==> src/rtl/traffic_phase_ctrl.sv <==
// traffic_phase_ctrl: N-approach rotating phase controller with
// pedestrian WALK/flash, emergency pre-emption and a seconds countdown.
// Ports: CLK_50MHz, reset (sync, active-high), hold (freeze timers),
//   ped_req/em_req [N_DIR] in; car_g/car_y/car_r/ped_walk [N_DIR],
//   ped_flash, active_dir, remain[8], em_active, phase_tick out.
// Macro TRAFFIC_PED_EN: when defined, pedestrian logic is built.
module traffic_phase_ctrl #(
  parameter int N_DIR    = 4,
  parameter int GREEN_T  = 20,
  parameter int YELLOW_T = 3,
  parameter int ALLRED_T = 1,
  parameter int PED_T    = 15,
  parameter int FLASH_T  = 5,
  parameter int TICK_MOD = 25000000
) (
  input  logic                       CLK_50MHz,
  input  logic                       reset,
  input  logic                       hold,
  input  logic [N_DIR-1:0]           ped_req,
  input  logic [N_DIR-1:0]           em_req,
  output logic [N_DIR-1:0]           car_g,
  output logic [N_DIR-1:0]           car_y,
  output logic [N_DIR-1:0]           car_r,
  output logic [N_DIR-1:0]           ped_walk,
  output logic                       ped_flash,
  output logic [$clog2(N_DIR)-1:0]   active_dir,
  output logic [7:0]                 remain,
  output logic                       em_active,
  output logic                       phase_tick
);

  localparam int DW = $clog2(N_DIR);
  localparam int PW = (TICK_MOD > 1) ? $clog2(TICK_MOD) : 1;
  localparam logic [PW-1:0] PMAX = PW'(TICK_MOD - 1);
  localparam logic [7:0] G8 = 8'(GREEN_T);
  localparam logic [7:0] Y8 = 8'(YELLOW_T);
  localparam logic [7:0] R8 = 8'(ALLRED_T);
  localparam logic [N_DIR-1:0] ONE = N_DIR'(1);

  typedef enum logic [2:0] {
    S_GREEN, S_YELLOW, S_ALLRED,
    S_EM_YELLOW, S_EM_ALLRED, S_EM_GREEN,
    S_EM_EXIT_Y, S_EM_EXIT_R
  } state_t;

  state_t          state_q, state_d;
  logic [DW-1:0]   dir_q, dir_d, dir_nx;
  logic [DW-1:0]   em_e_q, em_e_d, em_sel;
  logic [7:0]      remain_q, remain_d;
  logic [PW-1:0]   presc_q, presc_d;
  logic [N_DIR-1:0] em_q, onehot_d, g_d, y_d;
  logic            em_act_q, em_act_d;
  logic            em_any, accept, tick, last;
  logic            green_entry;

  assign active_dir = dir_q;
  assign remain     = remain_q;
  assign em_active  = em_act_q;

  // Lowest-index emergency request wins.
  always_comb begin
    em_any = 1'b0;
    em_sel = '0;
    for (int i = N_DIR - 1; i >= 0; i--) begin
      if (em_q[i]) begin
        em_any = 1'b1;
        em_sel = DW'(i);
      end
    end
  end

  assign tick   = !hold && (presc_q == PMAX);
  assign last   = tick && (remain_q == 8'd1);
  assign dir_nx = (dir_q == DW'(N_DIR - 1)) ? '0 : dir_q + 1'b1;
  // em_act_q already set means a pre-emption is in flight.
  assign accept = em_any && !em_act_q;

  always_comb begin
    state_d     = state_q;
    dir_d       = dir_q;
    remain_d    = remain_q;
    em_e_d      = em_e_q;
    em_act_d    = em_act_q;
    green_entry = 1'b0;
    presc_d     = presc_q;
    if (!hold) presc_d = tick ? '0 : presc_q + 1'b1;
    if (tick && state_q != S_EM_GREEN) remain_d = remain_q - 8'd1;
    unique case (state_q)
      S_GREEN: begin
        if (accept) begin
          em_act_d = 1'b1;
          em_e_d   = em_sel;
          presc_d  = '0;
          if (em_sel == dir_q) begin
            state_d  = S_EM_GREEN;
            remain_d = '0;
          end else begin
            state_d  = S_EM_YELLOW;
            remain_d = Y8;
          end
        end else if (last) begin
          state_d  = S_YELLOW;
          remain_d = Y8;
        end
      end
      S_YELLOW: begin
        if (accept) begin
          em_act_d = 1'b1;
          em_e_d   = em_sel;
        end
        if (last) begin
          state_d  = S_ALLRED;
          remain_d = R8;
        end
      end
      S_ALLRED: begin
        if (accept) begin
          em_act_d = 1'b1;
          em_e_d   = em_sel;
        end
        if (last && em_act_d) begin
          state_d  = S_EM_ALLRED;
          remain_d = R8;
        end else if (last) begin
          state_d     = S_GREEN;
          dir_d       = dir_nx;
          remain_d    = G8;
          green_entry = 1'b1;
        end
      end
      S_EM_YELLOW: begin
        if (last) begin
          state_d  = S_EM_ALLRED;
          remain_d = R8;
        end
      end
      S_EM_ALLRED: begin
        if (last) begin
          state_d  = S_EM_GREEN;
          dir_d    = em_e_q;
          remain_d = '0;
        end
      end
      S_EM_GREEN: begin
        if (!em_q[em_e_q]) begin
          state_d  = S_EM_EXIT_Y;
          remain_d = Y8;
          presc_d  = '0;
        end
      end
      S_EM_EXIT_Y: begin
        if (last) begin
          state_d  = S_EM_EXIT_R;
          remain_d = R8;
        end
      end
      S_EM_EXIT_R: begin
        if (last) begin
          state_d     = S_GREEN;
          dir_d       = dir_nx;
          remain_d    = G8;
          em_act_d    = 1'b0;
          green_entry = 1'b1;
        end
      end
      default: ;
    endcase
  end

  always_comb begin
    onehot_d = ONE << dir_d;
    g_d = '0;
    y_d = '0;
    if (state_d == S_GREEN || state_d == S_EM_GREEN)
      g_d = onehot_d;
    if (state_d == S_YELLOW || state_d == S_EM_YELLOW ||
        state_d == S_EM_EXIT_Y)
      y_d = onehot_d;
  end

  always_ff @(posedge CLK_50MHz) begin
    if (reset) begin
      state_q    <= S_GREEN;
      dir_q      <= '0;
      remain_q   <= G8;
      presc_q    <= '0;
      em_q       <= '0;
      em_e_q     <= '0;
      em_act_q   <= 1'b0;
      phase_tick <= 1'b0;
      car_g      <= ONE;
      car_y      <= '0;
      car_r      <= ~ONE;
    end else begin
      state_q    <= state_d;
      dir_q      <= dir_d;
      remain_q   <= remain_d;
      presc_q    <= presc_d;
      em_q       <= em_req;
      em_e_q     <= em_e_d;
      em_act_q   <= em_act_d;
      phase_tick <= (state_d != state_q) || (dir_d != dir_q);
      car_g      <= g_d;
      car_y      <= y_d;
      car_r      <= ~(g_d | y_d);
    end
  end

`ifdef TRAFFIC_PED_EN
  localparam logic [7:0] WALK_END  = 8'(GREEN_T - PED_T);
  localparam logic [7:0] FLASH_END = 8'(GREEN_T - PED_T + FLASH_T);

  logic [N_DIR-1:0] ped_q, pend_q, pend_d;
  logic             walk_q, walk_d;

  // A request seen on the entry edge itself is kept for the next visit.
  always_comb begin
    pend_d = pend_q;
    walk_d = walk_q;
    if (green_entry && pend_q[dir_d]) begin
      pend_d[dir_d] = 1'b0;
      walk_d        = 1'b1;
    end
    pend_d = pend_d | ped_q;
    if (state_d != S_GREEN || remain_d <= WALK_END)
      walk_d = 1'b0;
  end

  always_ff @(posedge CLK_50MHz) begin
    if (reset) begin
      ped_q     <= '0;
      pend_q    <= '0;
      walk_q    <= 1'b0;
      ped_walk  <= '0;
      ped_flash <= 1'b0;
    end else begin
      ped_q     <= ped_req;
      pend_q    <= pend_d;
      walk_q    <= walk_d;
      ped_walk  <= walk_d ? onehot_d : '0;
      ped_flash <= walk_d && (remain_d <= FLASH_END);
    end
  end
`else
  logic unused_ped;
  assign unused_ped = ^{ped_req, green_entry};
  assign ped_walk   = '0;
  assign ped_flash  = 1'b0;
`endif

endmodule

==> config.mk <==
export PLATFORM = sky130hd
export DESIGN_NAME = traffic_phase_ctrl
export DESIGN_NICKNAME = d
export VERILOG_FILES = /design/src/rtl/traffic_phase_ctrl.sv
export SDC_FILE = /design/constraint.sdc
export NUM_CORES = 1
export LEC_CHECK = 0
export ABC_CLOCK_PERIOD_IN_PS = 3300
export CORE_UTILIZATION = 55
export DETAILED_ROUTE_END_ITERATION = 8
export PLACE_DENSITY = 0.79
export RECOVER_POWER = 100
export SLEW_MARGIN = 5
export SYNTH_ARGS = -nofsm -noshare
export SYNTH_HDL_FRONTEND = slang
export SYNTH_SLANG_ARGS = --single-unit
==> constraint.sdc <==
create_clock -name CLK_50MHz -period 3.3 [get_ports CLK_50MHz]
set_clock_uncertainty 0.05 [all_clocks]
set_input_delay 0.825 -clock CLK_50MHz [delete_from_list [all_inputs] [get_ports CLK_50MHz]]
set_output_delay 0.825 -clock CLK_50MHz [all_outputs]
set_load 0.02 [all_outputs]
==> results.json, run 1 <==
{
  "status": "completed",
  "path_class": "input port to register",
  "multi_input_area_um2": 1710,
  "cpMaxStageDelayCell": "mux2i_1",
  "cts_root_buf": "clkbuf_8",
  "routabilityCongestion": 0.898,
  "dpl-instance-area_um2": 3390,
  "drtPass1Iterations": 5,
  "drive_above_1_share_pct": 9.56,
  "drc": 0,
  "ys_seq_area_share_pct": 38.6,
  "grt_pass1_vias": 2346,
  "synth_edf_count": 0,
  "vias": 2497,
  "tritoncts": "done",
  "syn_area_um2": 3010,
  "ys_ff_latch": 58,
  "n_fill_cell": 414,
  "track_usage_pct": 23.5,
  "final_area_um2": 3570,
  "fin_crit_sh_pct": 92.7,
  "cts_setup_buffers": 0,
  "n_antenna_cell": 0,
  "die_h_um": 76.0,
  "numPortBuffers": 30,
  "period_minus_slack_ns": 3.06,
  "ir_drop_v": 0.000405,
  "fmax_ghz": 0.327,
  "grt_remaining_overflow": 0,
  "rows": 26,
  "cts_max_level": 3,
  "synth.distinct_cells": 66,
  "die_w_um": 76.0,
  "max-cap-violations": 0,
  "grt_max_degree": 24,
  "initial_core_util_pct": 58.2,
  "avgSynthCellArea_um2": 8.77,
  "synth.largest_area_cell": "dfxtp_1",
  "grt_first_pass_wirelength_um": 10900,
  "drt-initial-drc-count": 202,
  "setup_violations": 0,
  "ioPinCount": 40,
  "clock_path_buffers": 2,
  "hold_viol_final": 0,
  "required_ns": 3.45,
  "antenna_found_initial": 0,
  "async_reset_ff_share_pct": 0,
  "cellPowerDensity_nw_per_um2": 566,
  "p_total_uw": 2020,
  "cp_slowest_stage_delay_ns": 0.43,
  "synth_cells": 343,
  "hold_class": "register to register",
  "fp.dieArea_um2": 5770,
  "synth_top_area_share_pct": 38.6,
  "slew_violations": 0,
  "avgRoutedWirePerCell_um": 13.7,
  "ctsResizeCount": 0,
  "worstMarginPinSlew_ns": 0.900,
  "yosysWarningCount": 0,
  "seq_area_um2": 1160,
  "core_um2": 5170,
  "wl_um": 6260,
  "slew_headroom_pct": 39.5,
  "synth.area.top_cells": "dfxtp_1, nor2_1, xnor2_1",
  "dp_slack_ns": 0.00138,
  "cts_buffers": 9,
  "viasPerCell": 5.46,
  "syn2layout_area_growth_pct": 18.7,
  "finalSetupTns_ns": 0,
  "cts_hold_buffers": 0,
  "timing.critical_path.fanout_max": 5,
  "cp_cell_sequence": "clkdlybuf4s50_1 > and4b_1 > nand4_2 > nor3_4 > mux2_2 > o211ai_1 > mux2i_1 > nor3_1",
  "p_leak_uw": 0.00139,
  "dp_hpwl_um": 4440,
  "rsz0062_at_grt": "no",
  "worst_slack_ns": 0.241,
  "antenna_left": 0,
  "worstPathArrival_ns": 3.21,
  "worstSkewPairLatency_ns": 0.34,
  "nets": 397,
  "startpoint_type": "input port",
  "clk_pin_slew_ns": 0.07,
  "crit_path_end_kind": "register",
  "cts.sinks": 58,
  "ys.flop_type": "dfxtp_1"
}
==> cell families (layout without fill, tap and decap cells) <==
kind of cell / Yosys count / count (layout) / synth area share [%]
compound gates: 54 / 54 / 13.1
xor+xnor: 33 / 33 / 9.61
fa+ha+maj: 4 / 4 / 1.66
buf+inv: 24 / 64 / 4.20
flops: 58 / 58 / 38.6
mux: 5 / 5 / 2.12
other cells: 1 / 5 / 0.125
simple gates: 164 / 164 / 30.6
==> synth_stat cells, drive strengths merged (3+ instances only) <==
| master | n |
|---|---|
| nand2b | 3 |
| nand2 | 20 |
| nand3 | 14 |
| a21oi | 12 |
| ha | 4 |
| inv | 7 |
| and2 | 5 |
| a31oi | 3 |
| or3 | 3 |
| dfxtp | 58 |
| xor2 | 15 |
| o21ai | 14 |
| and4 | 7 |
| mux2i | 3 |
| and3 | 15 |
| nor2 | 52 |
| buf | 10 |
| nor4 | 4 |
| xnor2 | 18 |
| o211ai | 6 |
| clkbuf | 6 |
| nor3 | 15 |
| nand4 | 6 |
| nor2b | 9 |
==> registers in the layout (all words and copies together) (netlist names) <==
| signal | flops |
|---|---|
| active_dir | 2 |
| car_g | 4 |
| car_r | 4 |
| car_y | 4 |
| em_active | 1 |
| em_e_q | 2 |
| em_q | 4 |
| phase_tick | 1 |
| presc_q | 25 |
| remain | 8 |
| state_q | 3 |
==> placed cells by master, fill, tap and decap left out, types with 10 or more instances in the layout <==
| cell | instances |
|---|---|
| dlygate4sd3_1 | 25 |
| dfxtp_1 | 58 |
| nor3_1 | 14 |
| xnor2_1 | 18 |
| xor2_1 | 15 |
| nand3_1 | 13 |
| nor2_1 | 52 |
| a21oi_1 | 12 |
| and3_1 | 14 |
| nand2_1 | 19 |
| clkbuf_8 | 10 |
| o21ai_0 | 13 |
==> final timing paths <==
path	start	end	slack [ns]	cells after the start
max	hold	car_y[3]	0.24	8
min	presc_q[1]	presc_q[1]	0.45	2
max reg2reg	em_q[0]	car_g[3]	0.51	8
min reg2reg	presc_q[1]	presc_q[1]	0.45	2
==> critical path, delay by kind of cell <==
kind	cells	cell delay, ns
AO/OA/AOI/OAI	1	0.33
buffers and inverters	1	0.42
multiplexers	2	0.79
AND/OR/NAND/NOR	4	0.83
==> stage by stage <==
step / std cells / hold WS (ns) / utilization [%]
floorplan: 347 / 0.406 / -
global placement: 441 / 0.418 / 65.5
detailed placement: 441 / 0.440 / 65.5
CTS: 457 / 0.450 / 69.8
global route: 457 / 0.470 / 69.0
finish: 457 / 0.447 / 69.0
==> final cells by class <==
type	instances	area share (%)
Multi-Input combinational cell	265	47.9
Sequential cell	58	32.5
Timing Repair Buffer	40	10.2
Clock buffer	11	3.96
Tap cell	70	2.45
Clock inverter	5	2.17
Inverter	8	0.841
==> metal layers <==
metal  vias to the layer above  GRT usage [%]  routed length, um  share of wire [%]
met5                         -              0                  0                  0
met4                         0           7.88                 57               0.91
met3                         6           8.07                387                6.2
met2                        68           36.6               2790                 45
met1                      1136           30.4               3030                 48
li1                       1287              -                  -                  -
==> power by group <==
group	internal (uW)	switching (uW)	total, uW
combinational	195	288	483
clock	443	277	720
sequential	751	65.9	817
total	1390	631	2020
Power figures use the tool's default switching activity.
==> inputs of run 2 (changes only) <==
--- a/config.mk
+++ b/config.mk
@@ -5,10 +5,11 @@
 export SDC_FILE = /design/constraint.sdc
 export NUM_CORES = 1
 export LEC_CHECK = 0
+export ABC_AREA = 1
 export ABC_CLOCK_PERIOD_IN_PS = 3300
 export CORE_UTILIZATION = 55
 export DETAILED_ROUTE_END_ITERATION = 8
-export PLACE_DENSITY = 0.79
+export PLACE_DENSITY = 0.78
 export RECOVER_POWER = 100
 export SLEW_MARGIN = 5
 export SYNTH_ARGS = -nofsm -noshare
==> results.json, run 2 <==
{
  "syn2layout_area_growth_pct": 16.6,
  "worstPathArrival_ns": 3.08,
  "grt_pass1_vias": 3131,
  "ys_ff_latch": 58,
  "cellPowerDensity_nw_per_um2": 712,
  "dp_slack_ns": 0.181,
  "antenna_left": 0,
  "crit_path_end_kind": "register",
  "setup_violations": 0,
  "cp_cell_sequence": "dlygate4sd3_1 > inv_2 > nand2_1 > nor2_1 > nand3_1 > nor2_2 > nand2_1 > nand2_1 > inv_2 > nor2_1 > nor2_2 > nor2_1 > nand2_1 > nand2_4 > nand2_1 > nand2_1 > nand2_1",
  "cts_hold_buffers": 0,
  "drt-met1-wl_um": 3040,
  "final_area_um2": 3790,
  "p_leak_uw": 0.00172,
  "tritoncts": "done",
  "avgSynthCellArea_um2": 6.75,
  "final_common_cell": "nand2_1",
  "crit_start": "hold",
  "holdWs_ns": 0.432,
  "worstSkewPairLatency_ns": 0.34,
  "async_reset_ff_share_pct": 0,
  "track_usage_pct": 27.1,
  "dp_hpwl_um": 5520,
  "grt_first_pass_wirelength_um": 13000,
  "cts_max_level": 3,
  "synth_most_common_cell": "nand2_1",
  "synth.largest_area_cell": "dfxtp_1",
  "worst_slack_ns": 0.397,
  "synth.area.top_cells": "dfxtp_1, nand2_1, nor2_1",
  "cp_slowest_stage_delay_ns": 0.65,
  "cpMaxStageDelayCell": "dlygate4sd3_1",
  "synth_cells": 482,
  "max-cap-violations": 0,
  "hold_viol_final": 0,
  "ctsResizeCount": 0,
  "fp.dieArea_um2": 6230,
  "syn_area_um2": 3250,
  "layout_common_cells": "nand2_1, nor2_1, inv_1",
  "path_buf_inv": 3,
  "crit_family": "simple AND/OR/NAND/NOR gates",
  "die_w_um": 78.9,
  "cts_setup_buffers": 0,
  "period_minus_slack_ns": 2.90,
  "required_ns": 3.47,
  "cts_root_buf": "clkbuf_8",
  "dpl-instance-area_um2": 3630,
  "n_fill_cell": 530,
  "wl_um": 7390,
  "fmax_ghz": 0.344,
  "worstMarginPinSlew_ns": 0.932,
  "drc": 0,
  "slew_violations": 0,
  "wl_met3_um": 323,
  "viasPerCell": 5.23,
  "synth_top_area_share_pct": 35.7,
  "rows": 27,
  "path_class": "input port to register",
  "grt_max_degree": 20,
  "vias": 3121,
  "largest_register_ffs": 25,
  "drive_above_1_share_pct": 9.14,
  "ys_seq_area_share_pct": 35.7,
  "yosysWarningCount": 0,
  "worst-path-stages": 17,
  "critPathMostFrequentCell": "nand2_1",
  "nets": 535,
  "ys.flop_type": "dfxtp_1",
  "numPortBuffers": 30,
  "rr_worst_depth": 16,
  "clk_pin_slew_ns": 0.07,
  "synth_edf_count": 0,
  "finalSetupTns_ns": 0,
  "synth.distinct_cells": 41,
  "hold-path-cell-count": 2,
  "hp-start": "presc_q[24]",
  "ioPinCount": 40,
  "slew_headroom_pct": 37.8,
  "instances_no_fill": 597,
  "clock_path_buffers": 2,
  "die_h_um": 78.9,
  "n_antenna_cell": 0,
  "top_register": "presc_q",
  "dr_wl_met2_um": 3810,
  "initial_core_util_pct": 58.0,
  "rsz0062_at_grt": "no",
  "grt_remaining_overflow": 0,
  "fin_crit_sh_pct": 88.0,
  "synthTopCellsByCount": "nand2_1, nor2_1, inv_1",
  "routabilityCongestion": 0.947,
  "drt-initial-drc-count": 155,
  "startpoint_type": "input port",
  "status": "completed",
  "cts.sinks": 58,
  "timing.critical_path.fanout_max": 7,
  "seq_area_um2": 1160,
  "antenna_found_initial": 0,
  "reg2reg_from": "presc_q[0]",
  "multi_input_area_um2": 1770,
  "hold_class": "register to register",
  "avgRoutedWirePerCell_um": 12.4,
  "core_um2": 5610,
  "ir_drop_v": 0.000592,
  "placed_cells": 581,
  "cts_buffers": 9,
  "drtPass1Iterations": 4,
  "regToRegSetupSlack_ns": 0.99,
  "top_layer": "met4"
}
[run 2: cell count changes in the layout (fill, tap and decap cells not counted), moves of 7 or more]
| cell | delta |
|---|---|
| and3_1 | -12 |
| and4_1 | -7 |
| inv_1 | +54 |
| nand2_1 | +81 |
| nand2_2 | +8 |
| nand3_1 | +12 |
| nand4_1 | +8 |
| nor2_1 | +41 |
| nor2b_1 | -9 |
| xnor2_1 | -9 |
| xor2_1 | -7 |
[run 2: area by class of cell]
type	instances	area share [%]
timing repair buffer	35	8.41
clock inverter	6	1.75
sequential	58	30.6
tap	72	2.37
inverter	65	6.56
multi-input combinational	351	46.7
clock buffer	10	3.63
[run 2: worst reg2reg max path: cells and delay by family (launching register included)]
family                   cells  cell delay (ns)
buffers and inverters        2             0.19
AO/OA/AOI/OAI                1             0.20
adder cells (fa/ha/maj)      1             0.17
AND/OR/NAND/NOR             12             1.22
flip-flops                   1             0.38
[run 2: cells by family (layout without fill, tap and decap cells)]
family	Yosys count	count (layout)	synth area share, %
buffers and inverters	77	116	9.80
flip-flops	58	58	35.7
AND/OR/NAND/NOR	276	276	39.8
XOR/XNOR	17	17	4.58
other	1	5	0.115
AO/OA/AOI/OAI	49	49	8.54
adder cells (fa/ha/maj)	4	4	1.54
[run 2: where the power goes]
part / switching, uW / leakage, uW / total, uW / internal [uW]
registers: 82.8 / 0.000472 / 875 / 792
logic: 774 / 0.00115 / 1170 / 392
clock network: 292 / 0.0000945 / 661 / 368
[run 2: stage by stage]
stage               util, %  total power [uW]
detailed placement     64.7              2090
global placement       64.7              2070
CTS                    68.3              2760
floorplan                 -              1790
finish                 67.6              2700
global route           67.6              2930
[run 2: final timing paths]
kind | to
max reg2reg | car_r[2]
max | car_r[2]
min reg2reg | presc_q[24]
min | presc_q[24]
[run 2: layer usage]
| layer | track usage [%] | vias to the layer above |
|---|---|---|
| met3 | 7.01 | 19 |
| met1 | 27.6 | 1411 |
| li1 | - | 1606 |
| met2 | 48.9 | 85 |
| met4 | 17.6 | 0 |
| met5 | 0 | - |
==> inputs of run 3 (changes only) <==
--- a/config.mk
+++ b/config.mk
@@ -7,6 +7,7 @@
 export LEC_CHECK = 0
 export ABC_AREA = 1
 export ABC_CLOCK_PERIOD_IN_PS = 3300
+export CORE_MARGIN = 8
 export CORE_UTILIZATION = 55
 export DETAILED_ROUTE_END_ITERATION = 8
 export PLACE_DENSITY = 0.78
==> results.json, run 3 (synthesis results as in run 2) <==
{
  "cts_root_buf": "clkbuf_8",
  "switching_share_pct": 42.7,
  "antenna_found_initial": 0,
  "core_um2": 5820,
  "placed_cells": 584,
  "grt_remaining_overflow": 0,
  "cts_hold_buffers": 0,
  "rsz0062_at_grt": "no",
  "drive_above_1_share_pct": 9.14,
  "tritoncts": "done",
  "hold_viol_final": 0,
  "rows": 28,
  "cts.sinks": 58,
  "max-cap-violations": 0,
  "viasPerCell": 5.12,
  "holdWs_ns": 0.434,
  "worstPathArrival_ns": 3.10,
  "rr_worst_depth": 16,
  "period_minus_slack_ns": 2.94,
  "numPortBuffers": 30,
  "cts_setup_buffers": 0,
  "dp_slack_ns": 0.133,
  "cpMaxStageDelayCell": "dlygate4sd3_1",
  "cp_cell_sequence": "dlygate4sd3_1 > nor2_1 > nand2_1 > nor2_4 > nand3_4 > clkinv_4 > nand3_2 > nand2_1 > nand2_1 > nand2_4 > nand2_1 > nor2_4 > nand2_1 > nand2_1 > nand2_1",
  "finalSetupTns_ns": 0,
  "status": "completed",
  "die_w_um": 92.9,
  "grt_pass1_vias": 3087,
  "setup_violations": 0,
  "clkPwrFrac_pct": 22.9,
  "vias": 3071,
  "n_fill_cell": 588,
  "dpl-instance-area_um2": 3630,
  "ir_drop_v": 0.000564,
  "n_antenna_cell": 0,
  "final_area_um2": 3780,
  "slew_headroom_pct": 36.8,
  "ctsResizeCount": 0,
  "crit_end": "car_r[2]",
  "hold_class": "register to register",
  "drc": 0,
  "top_register": "presc_q",
  "layout_common_cells": "nand2_1, nor2_1, inv_1",
  "intPower_uw": 1510,
  "die_h_um": 92.9,
  "routabilityCongestion": 0.905,
  "worst_slack_ns": 0.355,
  "cts_max_level": 3,
  "regToRegSetupSlack_ns": 0.94,
  "crit_path_end_kind": "register",
  "wl_um": 7550,
  "fp.dieArea_um2": 8630,
  "worstSkewPairLatency_ns": 0.34,
  "critPathMostFrequentCell": "nand2_1",
  "cts_buffers": 9,
  "track_usage_pct": 18.8,
  "grt_first_pass_wirelength_um": 13300,
  "cellPowerDensity_nw_per_um2": 696,
  "path_class": "input port to register",
  "antenna_left": 0,
  "ioPinCount": 40,
  "avgRoutedWirePerCell_um": 12.6,
  "r2r_end": "car_r[2]",
  "switchingPower_uw": 1120,
  "instances_no_fill": 600,
  "startpoint_type": "input port",
  "syn2layout_area_growth_pct": 16.1,
  "drtPass1Iterations": 4,
  "p_seq_share_pct": 33.2,
  "initial_core_util_pct": 56.0,
  "fmax_ghz": 0.340,
  "reg2reg_from": "presc_q[0]",
  "cp_slowest_stage_delay_ns": 0.67,
  "drt-initial-drc-count": 129,
  "p_leak_uw": 0.00172,
  "grt_max_degree": 20,
  "crit_start": "hold",
  "timing.critical_path.fanout_max": 9,
  "worstMarginPinSlew_ns": 0.948,
  "fin_crit_sh_pct": 89.2,
  "slew_violations": 0,
  "p_comb_share_pct": 44.0,
  "final_common_cell": "nand2_1",
  "clock_path_buffers": 2,
  "dp_hpwl_um": 5800,
  "required_ns": 3.46,
  "clk_pin_slew_ns": 0.06,
  "largest_register_ffs": 25,
  "nets": 535
}
run 3: changes by cell type in the layout (fill, tap and decap cells not counted), sizes merged:
cell / before / now
bufinv: 1 / 0
buf: 0 / 1
clkbuf: 15 / 18
clkinvlp: 3 / 0
run 3: metal layers:
metal	GRT usage [%]	wire length, um	vias to the layer above	share of wire, %
met2	33.3	3830	58	51
met5	0	0	-	0
met4	7.65	109	0	1.4
met1	20.6	3300	1406	44
met3	5.02	308	13	4.1
li1	-	-	1594	-
run 3: worst min-delay path by stage:
stage	slack, ns	end	cells after the start	from
2_1_floorplan	0.39	presc_q[24]	2	presc_q[24]
3_3_place_gp	0.41	presc_q[24]	2	presc_q[24]
3_5_place_dp	0.42	presc_q[14]	2	presc_q[14]
4_1_cts	0.43	presc_q[14]	2	presc_q[14]
5_1_grt	0.46	presc_q[24]	2	presc_q[24]
6_report	0.43	presc_q[14]	2	presc_q[14]
run 3: per-stage QoR:
| stage | total power (uW) | util, % |
|---|---|---|
| after floorplan | 1790 | - |
| after global placement | 2080 | 62.4 |
| after detailed placement | 2100 | 62.4 |
| after CTS | 2700 | 65.6 |
| after global routing | 2860 | 65.0 |
| final | 2630 | 65.0 |
run 3: cell type report:
type / count / area [um^2] / share of cell area [%]
flip-flops and latches: 58 / 1160 / 30.7
inverters: 65 / 249 / 6.59
clock inverters: 2 / 10.0 / 0.265
repair buffers: 35 / 323 / 8.55
clock buffers: 14 / 173 / 4.57
well taps: 75 / 93.8 / 2.48
multi-input cells: 351 / 1770 / 46.8
run 3: power by group through the flow:
stage,clock [uW],combinational (uW),sequential (uW)
floorplan,0,855,931
CTS,611,1220,874
global route,646,1330,886
finish,601,1160,872
detailed placement,0,1210,889
global placement,0,1200,886
run 3: worst max-delay path: cells and delay by family:
family        cells  cell delay (ns)
simple gates     13             1.48
buf+inv           2             0.78
